`config.mk`:
```
export PLATFORM = sky130hd
export DESIGN_NAME = id_ex_stage
export DESIGN_NICKNAME = d
export VERILOG_FILES = /design/src/rtl/id_ex_stage.sv
export SDC_FILE = /design/constraint.sdc
export NUM_CORES = 1
export LEC_CHECK = 0
export ABC_AREA = 1
export BUFFER_PORTS_ARGS = -buffer_cell sky130_fd_sc_hd__buf_2
export CAP_MARGIN = 20
export CORE_ASPECT_RATIO = 2
export CORE_MARGIN = 2
export CORE_UTILIZATION = 40
export CTS_CLUSTER_DIAMETER = 30
export DETAILED_ROUTE_END_ITERATION = 12
export PLACE_DENSITY = 0.81
export SLEW_MARGIN = 10
export SYNTH_ARGS = -nofsm -noshare
export SYNTH_HDL_FRONTEND = slang
export SYNTH_SLANG_ARGS = --single-unit
export TNS_END_PERCENT = 10
```
`constraint.sdc`:
```
create_clock -name Clock -period 1.45 [get_ports Clock]
set_input_delay 0.29 -clock Clock [delete_from_list [all_inputs] [get_ports Clock]]
set_output_delay 0.29 -clock Clock [all_outputs]
set_load 0.005 [all_outputs]
```
`src/rtl/id_ex_stage.sv`:
```
// rtl/id_ex_stage.sv - ID/EX pipeline register with EX operand forwarding and load-use stall
module id_ex_stage #(
  parameter int XLEN   = 32,
  parameter int CTRL_W = 4
) (
  input  logic              Clock,
  input  logic              Reset,
  input  logic              IdValid,
  input  logic [4:0]        IdRs1Addr,
  input  logic [4:0]        IdRs2Addr,
  input  logic [4:0]        IdRdAddr,
  input  logic              IdUsesRs2,
  input  logic [XLEN-1:0]   IdRs1Data,
  input  logic [XLEN-1:0]   IdRs2Data,
  input  logic [XLEN-1:0]   IdImm,
  input  logic [CTRL_W-1:0] IdAluControl,
  input  logic              IdAluSrc,
  input  logic              IdRegWrite,
  input  logic              IdMemRead,
  input  logic              IdMemWrite,
  input  logic              Flush,
  input  logic              Hold,
  input  logic              ExMemRegWrite,
  input  logic [4:0]        ExMemRdAddr,
  input  logic [XLEN-1:0]   ExMemResult,
  input  logic              MemWbRegWrite,
  input  logic [4:0]        MemWbRdAddr,
  input  logic [XLEN-1:0]   MemWbResult,
  output logic [XLEN-1:0]   Operand1,
  output logic [XLEN-1:0]   Operand2,
  output logic [CTRL_W-1:0] Control,
  output logic [XLEN-1:0]   ExStoreData,
  output logic [4:0]        ExRdAddr,
  output logic              ExValid,
  output logic              ExRegWrite,
  output logic              ExMemRead,
  output logic              ExMemWrite,
  output logic              LoadUseStall
);

  logic              valid_q;
  logic [4:0]        rs1_addr_q, rs2_addr_q, rd_addr_q;
  logic [XLEN-1:0]   rs1_data_q, rs2_data_q, imm_q;
  logic [CTRL_W-1:0] ctrl_q;
  logic              alu_src_q, reg_write_q, mem_read_q, mem_write_q;
  logic              load_use;
  logic [XLEN-1:0]   fwd_rs1, fwd_rs2;

  // Flush/Hold already freeze or kill the upstream, so the stall is suppressed then.
  always_comb begin
    load_use = valid_q & mem_read_q & (rd_addr_q != 5'd0) & IdValid &
               ((IdRs1Addr == rd_addr_q) | (IdUsesRs2 & (IdRs2Addr == rd_addr_q))) &
               ~Flush & ~Hold;
  end

  always_ff @(posedge Clock) begin
    if (Reset || Flush || (!Hold && load_use)) begin
      valid_q     <= 1'b0;
      rs1_addr_q  <= '0;
      rs2_addr_q  <= '0;
      rd_addr_q   <= '0;
      rs1_data_q  <= '0;
      rs2_data_q  <= '0;
      imm_q       <= '0;
      ctrl_q      <= '0;
      alu_src_q   <= 1'b0;
      reg_write_q <= 1'b0;
      mem_read_q  <= 1'b0;
      mem_write_q <= 1'b0;
    end else if (!Hold) begin
      valid_q     <= IdValid;
      rs1_addr_q  <= IdRs1Addr;
      rs2_addr_q  <= IdRs2Addr;
      rd_addr_q   <= IdRdAddr;
      rs1_data_q  <= IdRs1Data;
      rs2_data_q  <= IdRs2Data;
      imm_q       <= IdImm;
      ctrl_q      <= IdAluControl;
      alu_src_q   <= IdAluSrc;
      reg_write_q <= IdRegWrite;
      mem_read_q  <= IdMemRead;
      mem_write_q <= IdMemWrite;
    end
  end

  // EX/MEM is the younger producer, so it takes precedence; x0 is never forwarded.
  always_comb begin
    fwd_rs1 = rs1_data_q;
    if (ExMemRegWrite && (ExMemRdAddr != 5'd0) && (ExMemRdAddr == rs1_addr_q))
      fwd_rs1 = ExMemResult;
    else if (MemWbRegWrite && (MemWbRdAddr != 5'd0) && (MemWbRdAddr == rs1_addr_q))
      fwd_rs1 = MemWbResult;
  end

  always_comb begin
    fwd_rs2 = rs2_data_q;
    if (ExMemRegWrite && (ExMemRdAddr != 5'd0) && (ExMemRdAddr == rs2_addr_q))
      fwd_rs2 = ExMemResult;
    else if (MemWbRegWrite && (MemWbRdAddr != 5'd0) && (MemWbRdAddr == rs2_addr_q))
      fwd_rs2 = MemWbResult;
  end

  assign Operand1     = fwd_rs1;
  assign Operand2     = alu_src_q ? imm_q : fwd_rs2;
  assign ExStoreData  = fwd_rs2;
  assign Control      = ctrl_q;
  assign ExRdAddr     = rd_addr_q;
  assign ExValid      = valid_q;
  assign ExRegWrite   = reg_write_q;
  assign ExMemRead    = mem_read_q;
  assign ExMemWrite   = mem_write_q;
  assign LoadUseStall = load_use;

endmodule

```
==> results of run 1 <==
[synthesized netlist by cell type, types with 2 or more instances]
cell	number	area share
nand2_1	179	0.091
nand3_1	131	0.089
dfxtp_1	120	0.33
nor2_2	94	0.080
mux2i_1	82	0.11
inv_1	72	0.037
o21ai_0	58	0.039
buf_2	38	0.026
nor2_1	38	0.019
nand4_1	35	0.030
and2_1	32	0.027
nand3b_1	32	0.033
clkbuf_1	17	0.0087
xnor2_1	14	0.017
o21ai_1	13	0.0088
xor2_1	11	0.013
buf_8	7	0.014
buf_6	5	0.0076
a21oi_1	3	0.0020
buf_1	3	0.0015
buf_4	3	0.0031
inv_2	3	0.0015
nand3_2	2	0.0027
nor3_1	2	0.0014
nor3_2	2	0.0027
[area by class of cell]
type / instances / area, sq um / area share
Antenna cell: 10 / 25.0 / 0.00220
Clock buffer: 25 / 505 / 0.0443
Clock inverter: 7 / 90.1 / 0.00790
Inverter: 75 / 284 / 0.0249
Multi-Input combinational cell: 733 / 5030 / 0.441
Sequential cell: 120 / 2420 / 0.212
Tap cell: 216 / 270 / 0.0237
Timing Repair Buffer: 399 / 2770 / 0.243
[sequential cells by signal, indices dropped and copies added (netlist names), 4 cells and up]
signal      cells
Control         4
ExRdAddr        5
imm_q          32
rs1_addr_q      5
rs1_data_q     32
rs2_addr_q      5
rs2_data_q     32
[layer usage]
metal | routed length (um) | track usage | vias to the layer above
li1 | - | - | 3995
met2 | 16300 | 0.555 | 508
met4 | 2720 | 0.233 | 0
met3 | 2110 | 0.0495 | 176
met5 | 0 | 0 | -
met1 | 10500 | 0.318 | 4033
[placed cells by master, fill, tap and decap left out, drive strengths merged]
cell type	synthesis	final
clkbuf	17	25
mux2i	82	82
nor2	133	133
o21ai	71	71
diode	0	10
dfxtp	120	120
bufinv	0	2
xnor2	14	14
nand3b	32	32
a21oi	4	4
nand3	133	133
nand4	35	35
nor3	4	4
or2	1	1
and2	32	32
inv	75	75
nand2	180	180
clkinv	0	3
a31oi	1	1
buf	57	399
clkinvlp	0	2
xor2	11	11
[worst paths after layout]
path | endpoint | cells after the start | slack [ps]
setup reg to reg | imm_q[22]$_SDFFE_PP0N_ | 10 | -70
hold / removal | rs1_data_q[17]$_SDFFE_PP0N_ | 3 | 130
setup / recovery | Operand1[21] | 9 | -950
hold reg to reg | ExRegWrite$_SDFFE_PP0N_ | 2 | 510
[metrics by stage]
| stage | hold WS, ps | std cells | TNS, ps | util | setup slack, ps |
|---|---|---|---|---|---|
| after floorplan | 449 | 1002 | -4930 | - | -67.9 |
| final | 132 | 1585 | -82270 | 0.626 | -946 |
| after detailed placement | 498 | 1525 | -60520 | 0.524 | -645 |
| after global placement | 486 | 1525 | -57620 | 0.524 | -612 |
| after CTS | 113 | 1575 | -80140 | 0.607 | -874 |
| after global routing | 126 | 1585 | -103480 | 0.626 | -951 |
[cell families after synthesis]
logic type,count (synthesis)
AOI/OAI and AO/OA,76
xor gates and xnor gates,25
buffers and inverters,149
DFF,120
muxes,82
and+or+nand+nor,550
[where the power goes]
group	leakage [nW]	switching, mW	internal, mW
registers	0.984	0.0722	3.42
clock network	0.289	1.56	2.75
logic	4.55	1.13	0.951
[worst min-delay path: cells and delay by family]
family | cells | cell delay (ps)
AO/OA/AOI/OAI | 1 | 60
buffers and inverters | 1 | 70
AND/OR/NAND/NOR | 1 | 90
[repair_timing]
item | in CTS | in global routing
gates cloned | 9 | 0
setup buffers | 9 | 0
setup endpoints to repair | 215 | 215
gates resized for setup | 169 | 75
pin swaps | 31 | 27
==> results_dict.tcl, run 1 <==
set metrics [dict create \
    rows 70 \
    arrival_ps 2110 \
    async_flop_share 0 \
    grt_max_degree 75 \
    dieArea_sq_mm 0.0196 \
    cts_hold_buf 0 \
    die-width_um 100 \
    worst_slack_ps -946 \
    grt_overflow_total 0 \
    cpLargestDelayFamily "buffers and inverters" \
    synth-xor-area-share 0.0297 \
    path_cells "buf_6 -> xnor2_4 -> nand2_2 -> nor3_4 -> nand3_4 -> buf_12 -> buf_16 -> o21ai_1 -> buf_2" \
    clockBufferDepth 2 \
    root_buffer "clkbuf_16" \
    clkTransAtPathRegs_ps 60 \
    post_drt_wl_per_cell_um 20.0 \
    rsz0062_at_grt "yes" \
    drtPass1Iterations 5 \
    core_sq_mm 0.0182 \
    cpPeakStageDelay_ps 340 \
    drc 0 \
    grt_pass1_vias 8676 \
    r2r-start "ExRdAddr[1]$_SDFFE_PP0N_" \
    stdcell_area_sq_mm 0.0114 \
    fmax_mhz 417 \
    first_iter_violations 494 \
    synth_area_per_cell_sq_um 7.35 \
    cts_htree_levels 4 \
    power_density_mw_per_mm2 867 \
    place_congestion 0.953 \
    fillCellCount 1542 \
    min_path_type "input pin to flip-flop" \
    initial_core_util 0.405 \
    max-vdd-ir-drop_v 0.000790 \
    grt_pass1_wl_mm 46.4 \
    ys_ff_latch 120 \
    yosysWarnings 0 \
    post_dp_cell_area_sq_mm 0.00954 \
    drive_above_1_share 0.513 \
    clk_latency_ps 410 \
    fp.dieH_um 196 \
    min_period_ps 2400 \
    cellLeakagePower_nw 5.82 \
    crit_path_top_delay_cell "dfxtp_2" \
    synth_compound_area_frac 0.0523 \
    cp.required_ps 1160 \
    grt_usage 0.311 \
    worst_slew_pin_slew_ps 478 \
    min_from "IdRs1Data[17]" \
    finalNetCount 1547 \
    maxSlewHeadroom 0.681 \
    ys_types 31 \
    synthAdderAreaFrac 0 \
    ios 311 \
    area_growth_pct 54.7 \
    path_max_fanout 8 \
    hpwlAfterDp_mm 21.9 \
    violations "negative setup slack" \
    ant_nets 0 \
    cts_buffers 17 \
    syn_inst 1002 \
    drv_slew 0 \
    syn_nets 1203 \
    grt_antenna_before_repair 13 \
    synthSimpleGateAreaFrac 0.379 \
    critPathKind "flip-flop to output port" \
    seq_area_frac_synth 0.326 \
    port_buffers 310 \
    critPathLaunchType "flip-flop" \
    synth_top_flop_cell "dfxtp_1" \
    vias 8712 \
    synthMuxAreaShare 0.111 \
    cts.sinks 120 \
    clock_skew_ps 6.50 \
    routed_wl_mm 31.7 \
    hold_viol 0 \
    outcome "complete, but fails checks" \
    cts_tree "built" \
    end_kind "output port" \
    fin_crit_sh 1.65 \
    synth_edf_count 0 \
    synth_top_family_by_area "simple AND/OR/NAND/NOR gates" \
    finalPower_mw 9.89 \
    maxCapViolCount 0 \
    crit_start "rs1_addr_q[0]$_SDFFE_PP0N_" \
    syn-cell-area_sq_mm 0.00737 \
    cp_num_buf_inv 4 \
    via_per_inst 5.50 \
    setup_viol 209 \
]
Power figures use the tool's default switching activity.
==> run 2: changes to the inputs <==
PLACE_DENSITY = 0.79   (was 0.81)
SKIP_LAST_GASP = 1   (was not set)
clock period = 2.45 ns   (was 1.45 ns; I/O delays follow)
==> run 2 against run 1 <==
  * The run still ends with negative setup slack left
  * Clock power is 39% lower
  * Total power down 42%
  * Clock skew is 2.6 ps higher
  * Clock-buffer cell count fell by 5
  * Non-clock buffer count decreased by 50
  * Final cell count down 3.3%
  * Global-route usage is 2.0 points lower
  * Sequential share of layout area is 2.6 points higher
  * Flip-flop and latch count did not move
  * Highest routed layer unchanged
==> results_dict.tcl, run 2 (synthesized netlist as in run 1, its figures left out) <==
set metrics [dict create \
    outcome "complete, but fails checks" \
    violations "negative setup slack" \
    grt_pass1_vias 8250 \
    fmax_mhz 386 \
    stdcell_area_sq_mm 0.0102 \
    max-vdd-ir-drop_v 0.000438 \
    hold_viol 0 \
    port_buffers 310 \
    holdWs_ps 326 \
    end_kind "output port" \
    root_buffer "clkbuf_16" \
    drive_above_1_share 0.406 \
    ios 311 \
    place_congestion 0.920 \
    critPathKind "flip-flop to output port" \
    drv_slew 0 \
    drtPass1Iterations 5 \
    clockBufferDepth 2 \
    final_util 0.558 \
    routed_wl_mm 29.2 \
    cts.sinks 120 \
    dieArea_sq_mm 0.0196 \
    die-width_um 100 \
    first_iter_violations 322 \
    grt_usage 0.292 \
    cts_tree "built" \
    fillCellCount 1716 \
    vias 8084 \
    cpLargestDelayFamily "simple AND/OR/NAND/NOR gates" \
    power_density_mw_per_mm2 567 \
    cp.required_ps 1960 \
    rows 70 \
    maxSlewHeadroom 0.493 \
    fp.dieH_um 196 \
    core_sq_mm 0.0182 \
    finalSetupTns_ps -2040 \
    path_max_fanout 16 \
    rsz0062_at_grt "yes" \
    fin_crit_sh 1.06 \
    post_dp_cell_area_sq_mm 0.00914 \
    finalNetCount 1497 \
    cts_hold_buf 0 \
    clock_skew_ps 9.14 \
    setup_viol 75 \
    clkTransAtPathRegs_ps 60 \
    post_drt_wl_per_cell_um 19.1 \
    cts_htree_levels 4 \
    area_growth_pct 38.0 \
    final_common_cell "buf_2" \
    min_path_type "input pin to flip-flop" \
    cellLeakagePower_nw 5.21 \
    crit_path_top_delay_cell "dfxtp_2" \
    cpPeakStageDelay_ps 350 \
    min_period_ps 2590 \
    critPathLaunchType "flip-flop" \
    reg_top3 "imm_q (32), rs1_data_q (32), rs2_data_q (32)" \
    path_cells "xnor2_1 -> nand3_2 -> nor2_4 -> nand2_4 -> buf_12 -> nand2_1 -> nand3_1 -> o21ai_0 -> buf_2" \
    grt_antenna_before_repair 8 \
    via_per_inst 5.28 \
    grt_overflow_total 0 \
    arrival_ps 2100 \
    cp_num_buf_inv 2 \
    ant_nets 0 \
    drc 0 \
    worst_slack_ps -141 \
    cts_buffers 17 \
    hpwlAfterDp_mm 20.8 \
    maxCapViolCount 0 \
    grt_pass1_wl_mm 43.5 \
    clk_latency_ps 420 \
    grt_max_degree 134 \
    final_cell_mix "buf_2 (309), nand2_1 (172), dfxtp_1 (113), nand3_1 (109), nor2_2 (91)" \
    worst_slew_pin_slew_ps 760 \
    initial_core_util 0.405 \
]
## run 2: repair_timing
action / in CTS / in global routing
buffers inserted: 4 / 2
pin swaps: 14 / 16
endpoints found under the hold margin: 0 / 0
endpoints found under the setup margin: 90 / 96
cloned: 3 / 2
resized for setup: 25 / 38
## run 2: layer usage
metal / track usage / part of all wire / up-vias
met5: 0 / 0 / -
met4: 0.211 / 0.075 / 0
met3: 0.0627 / 0.061 / 109
met2: 0.508 / 0.51 / 397
met1: 0.302 / 0.35 / 3696
li1: - / - / 3882
## run 2: worst reg2reg max path, stage by stage (launching register included)
cell     delay (ps)
dfxtp_1         370
xor2_1          180
nor2_1          120
nand4_1         130
nand2_1         120
nand2_1         150
nand2_8         260
buf_4           300
nor2_1           80
## run 2: final timing paths
check	slack, ps	endpoint	cells past startpoint	startpoint
setup / recovery	-140	Operand1[15]	9	rs1_addr_q[2]$_SDFFE_PP0N_
hold / removal	330	rs1_data_q[20]$_SDFFE_PP0N_	3	IdRs1Data[20]
setup reg to reg	610	ExRdAddr[4]$_SDFFE_PP0N_	8	ExRdAddr[4]$_SDFFE_PP0N_
hold reg to reg	520	ExMemWrite$_SDFFE_PP0N_	2	ExMemWrite$_SDFFE_PP0N_
## run 2: power by group
group / total (mW) / leakage [nW] / switching, mW / internal, mW
registers: 2.06 / 0.983 / 0.0401 / 2.02
logic: 1.07 / 3.93 / 0.610 / 0.465
clock network: 2.63 / 0.294 / 0.953 / 1.67
total: 5.76 / 5.21 / 1.60 / 4.16
## run 2: area by class of cell
| class | count | area (sq um) | area share |
|---|---|---|---|
| clock inverters | 12 | 149 | 0.0146 |
| flip-flops and latches | 120 | 2420 | 0.238 |
| diodes | 7 | 17.5 | 0.00172 |
| repair buffers | 349 | 2110 | 0.207 |
| well taps | 216 | 270 | 0.0266 |
| clock buffers | 20 | 467 | 0.0459 |
| multi-input cells | 733 | 4460 | 0.438 |
| inverters | 75 | 282 | 0.0277 |
## run 2: stage by stage
step                      power (mW)  worst slack [ps]  cells
after floorplan                 2.66               558   1002
after global placement          3.08              82.9   1483
after detailed placement        3.10              23.5   1483
after CTS                       5.76             -70.2   1522
after global routing            5.97              -174   1530
final                           5.76              -141   1532
==> run 3: changes to the inputs <==
==> constraint.sdc (replaced) <==
create_clock -name Clock -period 2.45 [get_ports Clock]
set_input_delay 0.1225 -clock Clock [delete_from_list [all_inputs] [get_ports Clock]]
set_output_delay 0.1225 -clock Clock [all_outputs]
set_load 0.005 [all_outputs]
==> run 3 against run 2 <==
  * The run now ends clean
  * Combinational power up 8%
  * Design area rose by 6.1%
  * Clock power increased by 7%
  * Sequential power about the same
  * Critical path type unchanged
==> results_dict.tcl, run 3 (synthesized netlist as in run 1, its figures left out) <==
set metrics [dict create \
    rsz0062_at_grt "yes" \
    cpPeakStageDelay_ps 430 \
    initial_core_util 0.405 \
    dieArea_sq_mm 0.0196 \
    crit_path_top_delay_cell "buf_4" \
    end_kind "output port" \
    cts.sinks 120 \
    cp_num_buf_inv 2 \
    port_buffers 310 \
    final_common_cell "buf_2" \
    cp.depth 8 \
    min_period_ps 2390 \
    regToRegSetupSlack_ps 600 \
    grt_pass1_vias 8932 \
    cp.required_ps 2330 \
    cts_tree "built" \
    seq_area_sq_mm 0.00240 \
    fp.dieH_um 196 \
    vias 8745 \
    critPathMostFrequentCell "nand3_1" \
    clk_latency_ps 410 \
    clock_skew_ps 7.47 \
    first_iter_violations 418 \
    r2r_end "imm_q[11]$_SDFFE_PP0N_" \
    place_congestion 0.953 \
    fin_crit_sh 0.974 \
    reg_top3 "imm_q (32), rs1_data_q (32), rs2_data_q (32)" \
    root_buffer "clkbuf_16" \
    reg2reg_depth 10 \
    p_comb_frac 0.192 \
    finalNetCount 1594 \
    switching_share 0.260 \
    clockBufferDepth 2 \
    final_cell_mix "buf_2 (309), nand2_1 (178), nand3_1 (130), dfxtp_1 (120), dlygate4sd3_1 (105)" \
    cellLeakagePower_nw 5.49 \
    area_growth_pct 46.3 \
    grt_usage 0.308 \
    critPathKind "flip-flop to output port" \
    critPathLaunchType "flip-flop" \
    max-vdd-ir-drop_v 0.000419 \
    hold_viol 0 \
    post-place-ws_ps 597 \
    post_drt_wl_per_cell_um 18.8 \
    min_from "IdRdAddr[3]" \
    internal_power_mw 4.47 \
    r2r-start "ExRdAddr[3]$_SDFFE_PP0N_" \
    dp.cells 1485 \
    clkTransAtPathRegs_ps 50 \
    drtPass1Iterations 5 \
    crit_start "rs1_addr_q[2]$_SDFFE_PP0N_" \
    maxCapViolCount 0 \
    finalSetupTns_ps 0 \
    outcome "finished, final reports clean" \
    switchingPower_mw 1.57 \
    drc 0 \
    path_max_fanout 32 \
    grt_max_degree 158 \
    holdWs_ps 29.9 \
    worst_slew_pin_slew_ps 997 \
    path_cells "xnor2_1 -> nand3_1 -> nor2_4 -> buf_4 -> nand3b_1 -> nand3_1 -> o21ai_0 -> buf_2" \
    fin_cells 1628 \
    finalPower_mw 6.03 \
    cpLargestDelayFamily "simple AND/OR/NAND/NOR gates" \
    cp-endpoint "Operand1[16]" \
    worst_slack_ps 64.9 \
    rows 70 \
    ant_nets 0 \
    setup_viol 0 \
    power_density_mw_per_mm2 560 \
    cts_buffers 17 \
    fillCellCount 1616 \
    routed_wl_mm 30.7 \
    cts_htree_levels 4 \
    maxSlewHeadroom 0.336 \
    multi_input_area_sq_mm 0.00427 \
    grt_antenna_before_repair 6 \
    grt_pass1_wl_mm 46.3 \
    arrival_ps 2260 \
    hpwlAfterDp_mm 21.1 \
    min_path_type "input pin to flip-flop" \
    core_sq_mm 0.0182 \
    fmax_mhz 419 \
    p_clk_frac 0.467 \
    p_seq_frac 0.342 \
    drv_slew 0 \
    die-width_um 100 \
    drive_above_1_share 0.339 \
    grt_overflow_total 0 \
    via_per_inst 5.37 \
    ios 311 \
]
==> run 3: cell count changes in the layout (fill, tap and decap cells not counted), sizes merged <==
cell	previous run	this run
clkinvlp	4	0
dlygate4sd3	0	105
buf	348	341
diode	7	6
clkbuf	21	24
clkinv	5	3
bufinv	3	5
==> run 3: worst min path at each step <==
stage                             endpoint  slack, ps  cells after the start
2_1_floorplan      Control[3]$_SDFFE_PP0N_        280                      2
3_3_place_gp       Control[3]$_SDFFE_PP0N_        370                      3
3_5_place_dp        ExMemRead$_SDFFE_PP0N_        380                      3
4_1_cts           ExRdAddr[3]$_SDFFE_PP0N_          2                      3
5_1_grt        rs1_data_q[27]$_SDFFE_PP0N_         20                      3
6_report          ExRdAddr[3]$_SDFFE_PP0N_         30                      3
==> run 3: tightest hold or removal path: stages <==
cell and delay, ps:
buf_2 90, o21ai_0 90, nor2_2 100
==> run 3: layout make-up <==
class | count | share of cell area
antenna | 6 | 0.00139
clock buffer | 24 | 0.0456
clock inverter | 8 | 0.0153
inverter | 75 | 0.0261
multi-input combinational | 733 | 0.396
sequential | 120 | 0.223
tap | 216 | 0.0251
timing repair buffer | 446 | 0.268
==> run 3: through the flow <==
| step | util | cell area, sq um |
|---|---|---|
| 2_1_floorplan | - | 7370 |
| 3_3_place_gp | 0.497 | 9060 |
| 3_5_place_dp | 0.497 | 9060 |
| 4_1_cts | 0.591 | 10800 |
| 5_1_grt | 0.592 | 10800 |
| 6_report | 0.592 | 10800 |
==> run 3: routing by layer <==
layer,GRT usage,wire length [um],up-vias
li1,-,-,4081
met1,0.310,10500,4004
met2,0.550,16000,508
met3,0.0577,1960,152
met4,0.232,2170,0
met5,0,0,-
==> run 3: power groups by stage <==
stage	registers [mW]	clock network [mW]	logic, mW
2_1_floorplan	2.09	0	0.564
3_3_place_gp	2.10	0	0.970
3_5_place_dp	2.10	0	0.983
4_1_cts	2.06	2.86	1.13
5_1_grt	2.07	2.93	1.24
6_report	2.06	2.82	1.16
==> run 3: what timing repair did <==
item / CTS / global route
gates resized for setup: 0 / 1
hold endpoints to repair: 105 / 0
endpoints found under the setup margin: 0 / 22
buffers inserted: 0 / 0
hold buffers: 105 / 0
